### src/rtl/bdm_sync_engine_if.sv
// Handshake and pad signals between the BDM command sequencer (master)
// and the SYNC measurement engine (slave).
interface bdm_sync_engine_if #(
    parameter int CNT_W = 16
);
    logic             start;
    logic             abort;
    logic             bkgd_in;
    logic             bkgd_oe;
    logic             busy;
    logic             done;
    logic             error;
    logic [1:0]       err_code;
    logic [CNT_W-1:0] sync_len;
    logic             sync_valid;

    modport slave (
        input  start, abort, bkgd_in,
        output bkgd_oe, busy, done, error, err_code, sync_len, sync_valid
    );

    modport master (
        output start, abort, bkgd_in,
        input  bkgd_oe, busy, done, error, err_code, sync_len, sync_valid
    );
endinterface

### src/rtl/bdm_sync_engine.sv
// BDM SYNC measurement engine: drives BKGD low, times the target's low
// response over 2**LOG2_N samples and reports the truncated average.
module bdm_sync_engine #(
    parameter int CNT_W    = 16,
    parameter int SYNC_LOW = 6500,
    parameter int SETTLE   = 15,
    parameter int TIMEOUT  = 4000,
    parameter int LOG2_N   = 2
) (
    input  logic             clk,
    input  logic             rst,
    bdm_sync_engine_if.slave bus
);
    localparam int ACC_W = CNT_W + LOG2_N;
    localparam int IDX_W = (LOG2_N > 0) ? LOG2_N : 1;

    localparam logic [CNT_W-1:0] DRIVE_LAST  = CNT_W'(SYNC_LOW - 32'sd1);
    localparam logic [CNT_W-1:0] SETTLE_LAST = CNT_W'(SETTLE - 32'sd1);
    localparam logic [CNT_W-1:0] TMO_LIMIT   = CNT_W'(TIMEOUT);
    localparam logic [CNT_W-1:0] CNT_ONE     = CNT_W'(32'd1);
    localparam logic [IDX_W-1:0] IDX_ONE     = IDX_W'(32'd1);
    localparam logic [IDX_W-1:0] IDX_LAST    = IDX_W'((32'd1 << LOG2_N) - 32'd1);

    localparam logic [1:0] ERR_OK      = 2'd0;
    localparam logic [1:0] ERR_NO_RESP = 2'd1;
    localparam logic [1:0] ERR_STUCK   = 2'd2;
    localparam logic [1:0] ERR_ABORT   = 2'd3;

    typedef enum logic [2:0] {
        ST_IDLE     = 3'd0,
        ST_DRIVE    = 3'd1,
        ST_SETTLE   = 3'd2,
        ST_WAIT_LOW = 3'd3,
        ST_COUNT    = 3'd4,
        ST_DONE     = 3'd5
    } state_e;

    state_e           state_q, state_d;
    logic             bk_meta_q, bk_s_q;
    logic [CNT_W-1:0] cnt_q, cnt_d;
    logic [IDX_W-1:0] idx_q, idx_d;
    logic [ACC_W-1:0] acc_q, acc_d;
    logic             bkgd_oe_q, bkgd_oe_d;
    logic             busy_q, busy_d;
    logic             done_q, done_d;
    logic             error_q, error_d;
    logic [1:0]       err_code_q, err_code_d;
    logic [CNT_W-1:0] sync_len_q, sync_len_d;
    logic             sync_valid_q, sync_valid_d;

    logic             fail_s;
    logic [1:0]       fail_code_s;
    logic [ACC_W-1:0] acc_sum_s;
    logic             measuring_s;

    // Two-flop synchroniser; the idle line level is high.
    always_ff @(posedge clk) begin
        if (rst) begin
            bk_meta_q <= 1'b1;
            bk_s_q    <= 1'b1;
        end else begin
            bk_meta_q <= bus.bkgd_in;
            bk_s_q    <= bk_meta_q;
        end
    end

    // Next-state, datapath and registered-output decode.
    always_comb begin
        state_d      = state_q;
        cnt_d        = cnt_q;
        idx_d        = idx_q;
        acc_d        = acc_q;
        done_d       = 1'b0;
        error_d      = 1'b0;
        err_code_d   = err_code_q;
        sync_len_d   = sync_len_q;
        sync_valid_d = sync_valid_q;
        fail_s       = 1'b0;
        fail_code_s  = ERR_OK;
        acc_sum_s    = acc_q + ACC_W'(cnt_q);
        measuring_s  = (state_q == ST_DRIVE) || (state_q == ST_SETTLE) ||
                       (state_q == ST_WAIT_LOW) || (state_q == ST_COUNT);

        if (bus.abort && measuring_s) begin
            fail_s      = 1'b1;
            fail_code_s = ERR_ABORT;
        end else begin
            case (state_q)
                ST_IDLE: begin
                    if (bus.start && !bus.abort) begin
                        state_d      = ST_DRIVE;
                        cnt_d        = '0;
                        idx_d        = '0;
                        acc_d        = '0;
                        sync_valid_d = 1'b0;
                        err_code_d   = ERR_OK;
                    end else begin
                        state_d = ST_IDLE;
                    end
                end
                ST_DRIVE: begin
                    if (cnt_q == DRIVE_LAST) begin
                        state_d = ST_SETTLE;
                        cnt_d   = '0;
                    end else begin
                        cnt_d = cnt_q + CNT_ONE;
                    end
                end
                ST_SETTLE: begin
                    if (cnt_q == SETTLE_LAST) begin
                        state_d = ST_WAIT_LOW;
                        cnt_d   = '0;
                    end else begin
                        cnt_d = cnt_q + CNT_ONE;
                    end
                end
                ST_WAIT_LOW: begin
                    if (!bk_s_q) begin
                        state_d = ST_COUNT;
                        cnt_d   = CNT_ONE;
                    end else if (cnt_q == TMO_LIMIT) begin
                        fail_s      = 1'b1;
                        fail_code_s = ERR_NO_RESP;
                    end else begin
                        cnt_d = cnt_q + CNT_ONE;
                    end
                end
                ST_COUNT: begin
                    if (bk_s_q) begin
                        acc_d = acc_sum_s;
                        if (idx_q == IDX_LAST) begin
                            state_d      = ST_DONE;
                            done_d       = 1'b1;
                            sync_len_d   = CNT_W'(acc_sum_s >> LOG2_N);
                            sync_valid_d = 1'b1;
                            err_code_d   = ERR_OK;
                        end else begin
                            state_d = ST_DRIVE;
                            idx_d   = idx_q + IDX_ONE;
                            cnt_d   = '0;
                        end
                    end else if (cnt_q == '1) begin
                        // Saturate rather than wrap: a held-low line is a fault.
                        fail_s      = 1'b1;
                        fail_code_s = ERR_STUCK;
                    end else begin
                        cnt_d = cnt_q + CNT_ONE;
                    end
                end
                ST_DONE: begin
                    state_d = ST_IDLE;
                end
                default: begin
                    state_d = ST_IDLE;
                end
            endcase
        end

        if (fail_s) begin
            state_d    = ST_DONE;
            done_d     = 1'b1;
            error_d    = 1'b1;
            err_code_d = fail_code_s;
        end else begin
            error_d = 1'b0;
        end

        busy_d    = (state_d != ST_IDLE);
        bkgd_oe_d = (state_d == ST_DRIVE);
    end

    // State, datapath and output registers.
    always_ff @(posedge clk) begin
        if (rst) begin
            state_q      <= ST_IDLE;
            cnt_q        <= '0;
            idx_q        <= '0;
            acc_q        <= '0;
            bkgd_oe_q    <= 1'b0;
            busy_q       <= 1'b0;
            done_q       <= 1'b0;
            error_q      <= 1'b0;
            err_code_q   <= ERR_OK;
            sync_len_q   <= '0;
            sync_valid_q <= 1'b0;
        end else begin
            state_q      <= state_d;
            cnt_q        <= cnt_d;
            idx_q        <= idx_d;
            acc_q        <= acc_d;
            bkgd_oe_q    <= bkgd_oe_d;
            busy_q       <= busy_d;
            done_q       <= done_d;
            error_q      <= error_d;
            err_code_q   <= err_code_d;
            sync_len_q   <= sync_len_d;
            sync_valid_q <= sync_valid_d;
        end
    end

    assign bus.bkgd_oe    = bkgd_oe_q;
    assign bus.busy       = busy_q;
    assign bus.done       = done_q;
    assign bus.error      = error_q;
    assign bus.err_code   = err_code_q;
    assign bus.sync_len   = sync_len_q;
    assign bus.sync_valid = sync_valid_q;
endmodule
### src/flat_wrapper.sv
// flat-port wrapper written by rule: the top's interface ports become plain ports
module bdm_sync_engine_flat 
#(
    parameter int CNT_W    = 16,
    parameter int SYNC_LOW = 6500,
    parameter int SETTLE   = 15,
    parameter int TIMEOUT  = 4000,
    parameter int LOG2_N   = 2
)
  (clk, rst, bus_start, bus_abort, bus_bkgd_in, bus_bkgd_oe, bus_busy, bus_done, bus_error, bus_err_code, bus_sync_len, bus_sync_valid);
  bdm_sync_engine_if #(.CNT_W(CNT_W)) bus_i ();
  input  logic clk;
  input  logic rst;
  input wire logic [$bits(bus_i.start)-1:0] bus_start;
  input wire logic [$bits(bus_i.abort)-1:0] bus_abort;
  input wire logic [$bits(bus_i.bkgd_in)-1:0] bus_bkgd_in;
  output wire logic [$bits(bus_i.bkgd_oe)-1:0] bus_bkgd_oe;
  output wire logic [$bits(bus_i.busy)-1:0] bus_busy;
  output wire logic [$bits(bus_i.done)-1:0] bus_done;
  output wire logic [$bits(bus_i.error)-1:0] bus_error;
  output wire logic [$bits(bus_i.err_code)-1:0] bus_err_code;
  output wire logic [$bits(bus_i.sync_len)-1:0] bus_sync_len;
  output wire logic [$bits(bus_i.sync_valid)-1:0] bus_sync_valid;
  assign bus_i.start = bus_start;
  assign bus_i.abort = bus_abort;
  assign bus_i.bkgd_in = bus_bkgd_in;
  assign bus_bkgd_oe = bus_i.bkgd_oe;
  assign bus_busy = bus_i.busy;
  assign bus_done = bus_i.done;
  assign bus_error = bus_i.error;
  assign bus_err_code = bus_i.err_code;
  assign bus_sync_len = bus_i.sync_len;
  assign bus_sync_valid = bus_i.sync_valid;
  bdm_sync_engine #(.CNT_W(CNT_W), .SYNC_LOW(SYNC_LOW), .SETTLE(SETTLE), .TIMEOUT(TIMEOUT), .LOG2_N(LOG2_N)) u_core (.clk(clk), .rst(rst), .bus(bus_i));
endmodule
### config.mk
export PLATFORM = sky130hd
export DESIGN_NAME = bdm_sync_engine_flat
export DESIGN_NICKNAME = d
export VERILOG_FILES = /design/src/rtl/bdm_sync_engine_if.sv /design/src/rtl/bdm_sync_engine.sv /design/src/flat_wrapper.sv
export SDC_FILE = /design/constraint.sdc
export NUM_CORES = 1
export LEC_CHECK = 0
export CORE_UTILIZATION = 40
export DETAILED_ROUTE_END_ITERATION = 12
export GPL_TIMING_DRIVEN = 0
export PLACE_DENSITY = 0.61
export SYNTH_ARGS = -nofsm -noshare
export SYNTH_HDL_FRONTEND = slang
export SYNTH_SLANG_ARGS = --single-unit
### constraint.sdc
create_clock -name clk -period 3.75 [get_ports clk]
set_input_delay 0.5625 -clock clk [delete_from_list [all_inputs] [get_ports clk]]
set_output_delay 0.5625 -clock clk [all_outputs]
set_load 0.05 [all_outputs]
Word level (Yosys, flattened, before mapping)
Cells that the tools add are included.

word-level totals
  word-level logic and storage cells = 107
  output and inout bits = 23
  flip-flop bits (word level) = 64

cells by class
  bitwise gates (word level) = 1
  multiplexer cells = 52
  reduce and logical (&&, ||, !) cells = 17
  add/subtract/negate cells = 3
  equal/unequal tests = 21

operators with widths
  operator                                                number
  2-to-1 mux 16 bit                                       8
  one-hot mux 16 bit (5 select lines)                     1
  2-to-1 mux 18 bit                                       2
  one-hot mux 18 bit (2 select lines)                     1
  2-to-1 mux 2 bit                                        11
  2-to-1 mux 3 bit                                        7
  adder 18 x 16 -> 18 bit                                 1
  adder 16 x 1 -> 16 bit (second input constant)          1
  equality test 16 x 12 -> 1 bit (second input constant)  1
  equality test 16 x 13 -> 1 bit (second input constant)  1
  equality test 16 bit (second input constant)            1
  equality test 16 x 4 -> 1 bit (second input constant)   1
  2-to-1 mux 1 bit                                        16
  one-hot mux 3 bit (5 select lines)                      1
  AND reduction 5 bit                                     3
  one-hot mux 2 bit (2 select lines)                      3
  AND reduction 4 bit                                     2
  equality test 3 x 1 -> 1 bit (second input constant)    2
  equality test 3 x 2 -> 1 bit (second input constant)    2
  inequality test 2 x 1 -> 1 bit (second input constant)  3
  inequality test 3 x 1 -> 1 bit (second input constant)  2
  inequality test 3 x 2 -> 1 bit (second input constant)  2
  inequality test 3 bit (second input constant)           2
  AND reduction 6 bit                                     1
  other kinds (13)                                        19

Logic depth before layout (Yosys ltp)
Gate-level depths: netlist of the first run.

  word-level depth = 8
  mapped depth = 9

Worst setup path after synthesis of the first run
Ideal clock, no wire load.

  path kind = flip-flop to flip-flop
  start = register u_core.cnt_q[1]
  end = register u_core.acc_q[17]
  setup slack = 1.527 ns
  path buffers = 0
  period minus slack after synthesis = 2.223 ns
  data arrival time = 2.090 ns
  cell stages (with the launch flop) = 8
  cell sequence = dfxtp_1 -> ha_1 -> a211oi_1 -> o211ai_1 -> and3b_1 -> o41ai_1 -> or4_2 -> a31oi_1

between the ends
  word-level cells in the longest chain between the ends = 3

ends and longest elaborated chain
  element                              line                    source
  start, declared                      bdm_sync_engine.sv:40   logic [CNT_W-1:0] cnt_q, cnt_d;
  start signal, assigned               bdm_sync_engine.sv:188  cnt_q <= cnt_d;
  adder 18 x 16 -> 18 bit              bdm_sync_engine.sv:80   acc_sum_s = acc_q + ACC_W'(cnt_q);
  2-to-1 mux 18 bit                    bdm_sync_engine.sv:129  if (bk_s_q) begin
  one-hot mux 18 bit (2 select lines)  bdm_sync_engine.sv:88   case (state_q)
  end signal, assigned                 bdm_sync_engine.sv:178  acc_q <= '0;
  end signal, assigned                 bdm_sync_engine.sv:190  acc_q <= acc_d;
  end, declared                        bdm_sync_engine.sv:42   logic [ACC_W-1:0] acc_q, acc_d;

Every way passes these cells. The select of a mux whose other input is x is not followed.
A chain may end at the register's enable or synchronous reset.

Worst setup path after layout of the first run
  start = register u_core.cnt_q[0]
  end = register u_core.acc_q[16]

The elaborated chain is that of the path after synthesis.

==> results of run 1 <==
-- power breakdown --
| group | switching (W) | internal, W | total [W] |
|---|---|---|---|
| Sequential | 0.0000163 | 0.000710 | 0.000726 |
| Combinational | 0.000268 | 0.000140 | 0.000408 |
| Clock | 0.000279 | 0.000389 | 0.000667 |
| Total | 0.000563 | 0.00124 | 0.00180 |
-- per-stage QoR --
| step | setup WS (ns) | instances |
|---|---|---|
| 3_5_place_dp | 0.978 | 583 |
| 4_1_cts | 0.973 | 598 |
| 2_1_floorplan | 1.53 | 449 |
| 3_3_place_gp | 1.01 | 583 |
| 5_1_grt | 0.771 | 598 |
| 6_report | 0.941 | 598 |
-- cells by family (layout without fill, tap and decap cells) --
family / after synthesis / after routing / share of synthesized area (%)
compound gates: 120 / 120 / 20.8
xor+xnor: 22 / 22 / 5.24
fa+ha+maj: 21 / 21 / 7.35
buf+inv: 34 / 75 / 4.59
flops: 64 / 64 / 34.8
mux: 1 / 1 / 0.272
simple gates: 187 / 187 / 26.9
-- critical path, cell delays in order (launching register included) --
cell and delay (ns):
dfxtp_1 0.55, ha_1 0.32, inv_1 0.08, fa_1 0.41
nand2b_1 0.19, a211oi_1 0.35, o21bai_1 0.19, a31oi_1 0.34
nand4b_1 0.16, a31oi_1 0.09
-- layout make-up --
class                      count  area (um2)
multi-input combinational    351        2230
inverter                      11        41.3
tap                          108         135
timing repair buffer          26         260
clock buffer                  10         138
clock inverter                 5        81.3
fill                         852        4510
sequential                    64        1280
buffer                        23         128
-- cells in the final DEF, fill, tap and decap left out, types with 6 or more instances in the layout --
| cell type | netlist | layout |
|---|---|---|
| nand3_1 | 44 | 44 |
| xnor2_1 | 13 | 13 |
| nor3_1 | 15 | 15 |
| clkbuf_1 | 12 | 12 |
| clkbuf_8 | 0 | 10 |
| a21o_1 | 7 | 7 |
| dfxtp_1 | 64 | 64 |
| clkdlybuf4s50_1 | 0 | 26 |
| a21oi_1 | 31 | 31 |
| nand2_1 | 34 | 34 |
| nand4_1 | 9 | 9 |
| and3_1 | 6 | 6 |
| o21ai_0 | 29 | 29 |
| ha_1 | 20 | 20 |
| a31oi_1 | 9 | 9 |
| nor2_1 | 32 | 32 |
| nor4_1 | 7 | 7 |
| or3_1 | 6 | 6 |
| inv_1 | 10 | 10 |
| xor2_1 | 9 | 9 |
| a211oi_1 | 9 | 9 |
-- metal layers --
metal	GRT usage [%]	routed length, um	vias up
met1	29.1	4820	1675
met3	3.94	426	17
met4	9.21	211	0
met5	0	0	-
met2	34.0	4570	110
li1	-	-	1738
-- path summary, 6_finish.rpt --
check                    from               end  cells past startpoint
max reg2reg   u_core.cnt_q[0]  u_core.acc_q[16]                      9
min reg2reg  u_core.bk_meta_q     u_core.bk_s_q                      1
max           u_core.cnt_q[0]  u_core.acc_q[16]                      9
min          u_core.bk_meta_q     u_core.bk_s_q                      1
-- state kept, by name, summed over array words and instances (netlist names) --
name and count:
u_core.acc_q 18, u_core.bk_meta_q 1, u_core.bk_s_q 1, u_core.bus.bkgd_oe 1, u_core.bus.busy 1, u_core.bus.done 1, u_core.bus.err_code 2, u_core.bus.error 1
u_core.bus.sync_len 16, u_core.bus.sync_valid 1, u_core.cnt_q 16, u_core.idx_q 2, u_core.state_q 3
==> flow_summary.yaml, run 1 <==
timing:
  slew_headroom_pct: 55.2
  drv_slew: 0
  fin_crit_ns: 2.81
  holdWs_ns: 0.415
  skew_ns: 0.0108
  tightest_slew_ns: 0.672
  rsz0062_at_grt: "no"
  tns_ns: 0
  final_hold_viol_count: 0
  period_share_pct: 74.9
  max_freq_ghz: 0.356
  finalSetupViolations: 0
detailed_routing:
  wl_mm: 10.0
  ant_nets: 0
  drt-pass1-iter-count: 9
  vias: 3540
  drt_iter0_drc: 219
  post_drt_wl_per_cell_um: 16.8
  drc: 1
  routed_via_density: 5.92
logic_synthesis:
  syn_area_per_cell_um2: 8.19
  synth-seq-cells: 64
  syn_area_mm2: 0.00368
  yosysTopAreaCell: "dfxtp_1"
  async_flop_share_pct: 0
  synth_warnings: 0
  synth_nets: 475
  ys_seq_area_share_pct: 34.8
  yosysMostFrequentCell: "dfxtp_1"
  synth_commonest_cells: "dfxtp_1 (64), nand3_1 (44), nand2_1 (34)"
  yosysUniqueCellTypes: 64
  synth_area_leaders: "dfxtp_1 (35%), ha_1 (6.8%), nand3_1 (6.0%)"
  yosys.area.top_type_share_pct: 34.8
  ys.flop_type: "dfxtp_1"
  synth_cells: 449
  synth_edf_count: 0
floorplan:
  io-pin-count: 28
  die_x_um: 97.9
  dieArea_mm2: 0.00958
  core-area_mm2: 0.00881
  std_cell_rows: 34
  start_util_pct: 41.8
  dieHeight_um: 97.9
placement:
  post_dp_cell_area_mm2: 0.00407
  globalplace.congestion: 0.904
  portBuffers: 26
  hpwl_mm: 7.44
cells_and_area:
  areaGrowthSynthToFinish_pct: 16.7
  nets: 512
  utilization_pct: 48.7
  n_antenna_cell: 0
  fin_area_mm2: 0.00429
  drive_above_1_share_pct: 7.76
clocking:
  htree_levels: 3
  postCtsSetupRepairBufs: 0
  cts_buffers: 9
  clock_sinks: 64
  cts_resized: 0
  cts.hold.buffers_added: 0
  clk_path_buf_depth: 2
  tritoncts: "built"
  cts_root_buf: "clkbuf_8"
  clk_latency_ns: 0.35
  cts.clk_slew.worst_paths_ns: 0.08
run:
  cap_viol_max_count: 0
worst_setup_path:
  crit_type: "register to register"
  cp_data_arrival_time_ns: 3.01
  critPathLaunchType: "register"
  cp-end-kind: "register"
  cp_max_fo: 9
  required_ns: 3.95
  r2r_slack_ns: 0.94
power:
  ir_drop_mv: 0.171
  p_leak_nw: 1.60
  finalPower_w: 0.00180
  cellPowerDensity_mw_per_mm2: 420
grt:
  gr-total-overflow: 0
  grt_use_total_pct: 21.6
  grt_pass1_vias: 3253
  grt_max_degree: 12
  grt_pass1_wl_mm: 16.4
  antenna_found_initial: 0
run_status:
  violations: "design-rule violations"
  status: "complete, but fails checks"
min_path:
  hp-class: "register to register"
No activity file was read; power rests on OpenSTA's default activity.
==> inputs of run 2 (changes only) <==
==> constraint.sdc (replaced) <==
create_clock -name clk -period 2.65 [get_ports clk]
set_input_delay 0.3975 -clock clk [delete_from_list [all_inputs] [get_ports clk]]
set_output_delay 0.3975 -clock clk [all_outputs]
set_load 0.05 [all_outputs]
==> flow_summary.yaml, run 2 (same netlist as run 1, synthesis figures left out) <==
worst_setup_path:
  cp_data_arrival_time_ns: 2.80
  cpPeakStageDelay_ns: 0.55
  cp-end-kind: "register"
  cp_max_fo: 6
  crit_buf_inv: 0
  path_cells: "ha_1 -> o211ai_1 -> o211ai_1 -> and3b_1 -> o41ai_2 -> or4_2 -> a31oi_1"
  critPathLaunchType: "register"
  crit_slowest_cell: "or4_2"
  required_ns: 2.92
  crit_type: "register to register"
  critPathTopFamily: "simple AND/OR/NAND/NOR gates"
  crit_top_cell: "o211ai_1"
timing:
  rsz0062_at_grt: "no"
  tns_ns: 0
  fin_crit_ns: 2.53
  drv_slew: 0
  tightest_slew_ns: 0.660
  finalSetupViolations: 0
  max_freq_ghz: 0.396
  slew_headroom_pct: 56.0
  skew_ns: 0.0131
  final_hold_viol_count: 0
  period_share_pct: 95.3
cells_and_area:
  n_antenna_cell: 0
  drive_above_1_share_pct: 9.82
  final_cell_mix: "dfxtp_1 (61), nand3_1 (44), nand2_1 (34), nor2_1 (32), a21oi_1 (31)"
  top_register: "u_core.acc_q"
  utilization_pct: 49.1
  layout_commonest_cell: "dfxtp_1"
  nets: 511
  largest_reg_flops: 18
  areaGrowthSynthToFinish_pct: 17.6
clocking:
  clock_sinks: 64
  postCtsSetupRepairBufs: 0
  cts_root_buf: "clkbuf_8"
  cts_resized: 3
  clk_latency_ns: 0.35
  tritoncts: "built"
  cts.hold.buffers_added: 0
  cts_buffers: 9
  clk_path_buf_depth: 2
  htree_levels: 3
  cts.clk_slew.worst_paths_ns: 0.07
power:
  p_leak_nw: 1.62
  ir_drop_mv: 0.243
  cellPowerDensity_mw_per_mm2: 590
detailed_routing:
  drc: 1
  drt-pass1-iter-count: 9
  routed_via_density: 5.89
  vias: 3518
  ant_nets: 0
  drt_iter0_drc: 210
  wl_mm: 10.0
  post_drt_wl_per_cell_um: 16.8
grt:
  grt_pass1_wl_mm: 16.4
  grt_max_degree: 12
  gr-total-overflow: 0
  grt_pass1_vias: 3254
  grt_use_total_pct: 21.7
  antenna_found_initial: 0
floorplan:
  core-area_mm2: 0.00881
  die_x_um: 97.9
  dieHeight_um: 97.9
  start_util_pct: 41.8
  std_cell_rows: 34
  dieArea_mm2: 0.00958
  io-pin-count: 28
placement:
  hpwl_mm: 7.44
  globalplace.congestion: 0.904
  portBuffers: 26
run_status:
  status: "complete, but fails checks"
  violations: "design-rule violations"
run:
  cap_viol_max_count: 0
min_path:
  hp-class: "input port to register"
-- run 2: cell count changes in the layout (fill, tap and decap cells not counted), sizes merged --
cell,before,now
clkbuf,22,21
-- run 2: worst paths after layout --
path | to | slack [ns] | depth (start not counted) | startpoint
worst min register to register | u_core.bk_s_q | 0.41 | 1 | u_core.bk_meta_q
worst max register to register | u_core.acc_q[17] | 0.12 | 7 | u_core.cnt_q[4]
worst max-delay path | u_core.acc_q[17] | 0.12 | 7 | u_core.cnt_q[4]
worst min-delay path | u_core.bk_s_q | 0.33 | 2 | rst
-- run 2: metal layers --
layer / GRT usage (%) / part of all wire [%]
met5: 0 / 0
met4: 9.21 / 2.4
met3: 3.94 / 4.3
met2: 34.0 / 45
met1: 29.1 / 48
-- run 2: power by group --
part / internal, W / switching, W
clock network: 0.000550 / 0.000396
registers: 0.00101 / 0.0000230
logic: 0.000199 / 0.000377
-- run 2: area by class of cell --
type	instances	area, um2
inverters	11	41.3
flip-flops and latches	64	1280
repair buffers	26	260
multi-input cells	351	2260
well taps	108	135
fillers	851	4480
clock buffers	10	138
clock inverters	5	81.3
plain buffers	22	126
-- run 2: metrics by stage --
| step | power [W] | std cells | instance area, um2 | hold slack (ns) | worst slack [ns] |
|---|---|---|---|---|---|
| after floorplan | 0.00146 | 449 | 3680 | 0.389 | 0.427 |
| after global placement | 0.00162 | 583 | 4070 | 0.399 | -0.0921 |
| after detailed placement | 0.00162 | 583 | 4070 | 0.403 | -0.0896 |
| after CTS | 0.00257 | 598 | 4300 | 0.321 | 0.0154 |
| after global routing | 0.00267 | 597 | 4330 | 0.322 | 0.000286 |
| final | 0.00255 | 597 | 4330 | 0.330 | 0.125 |
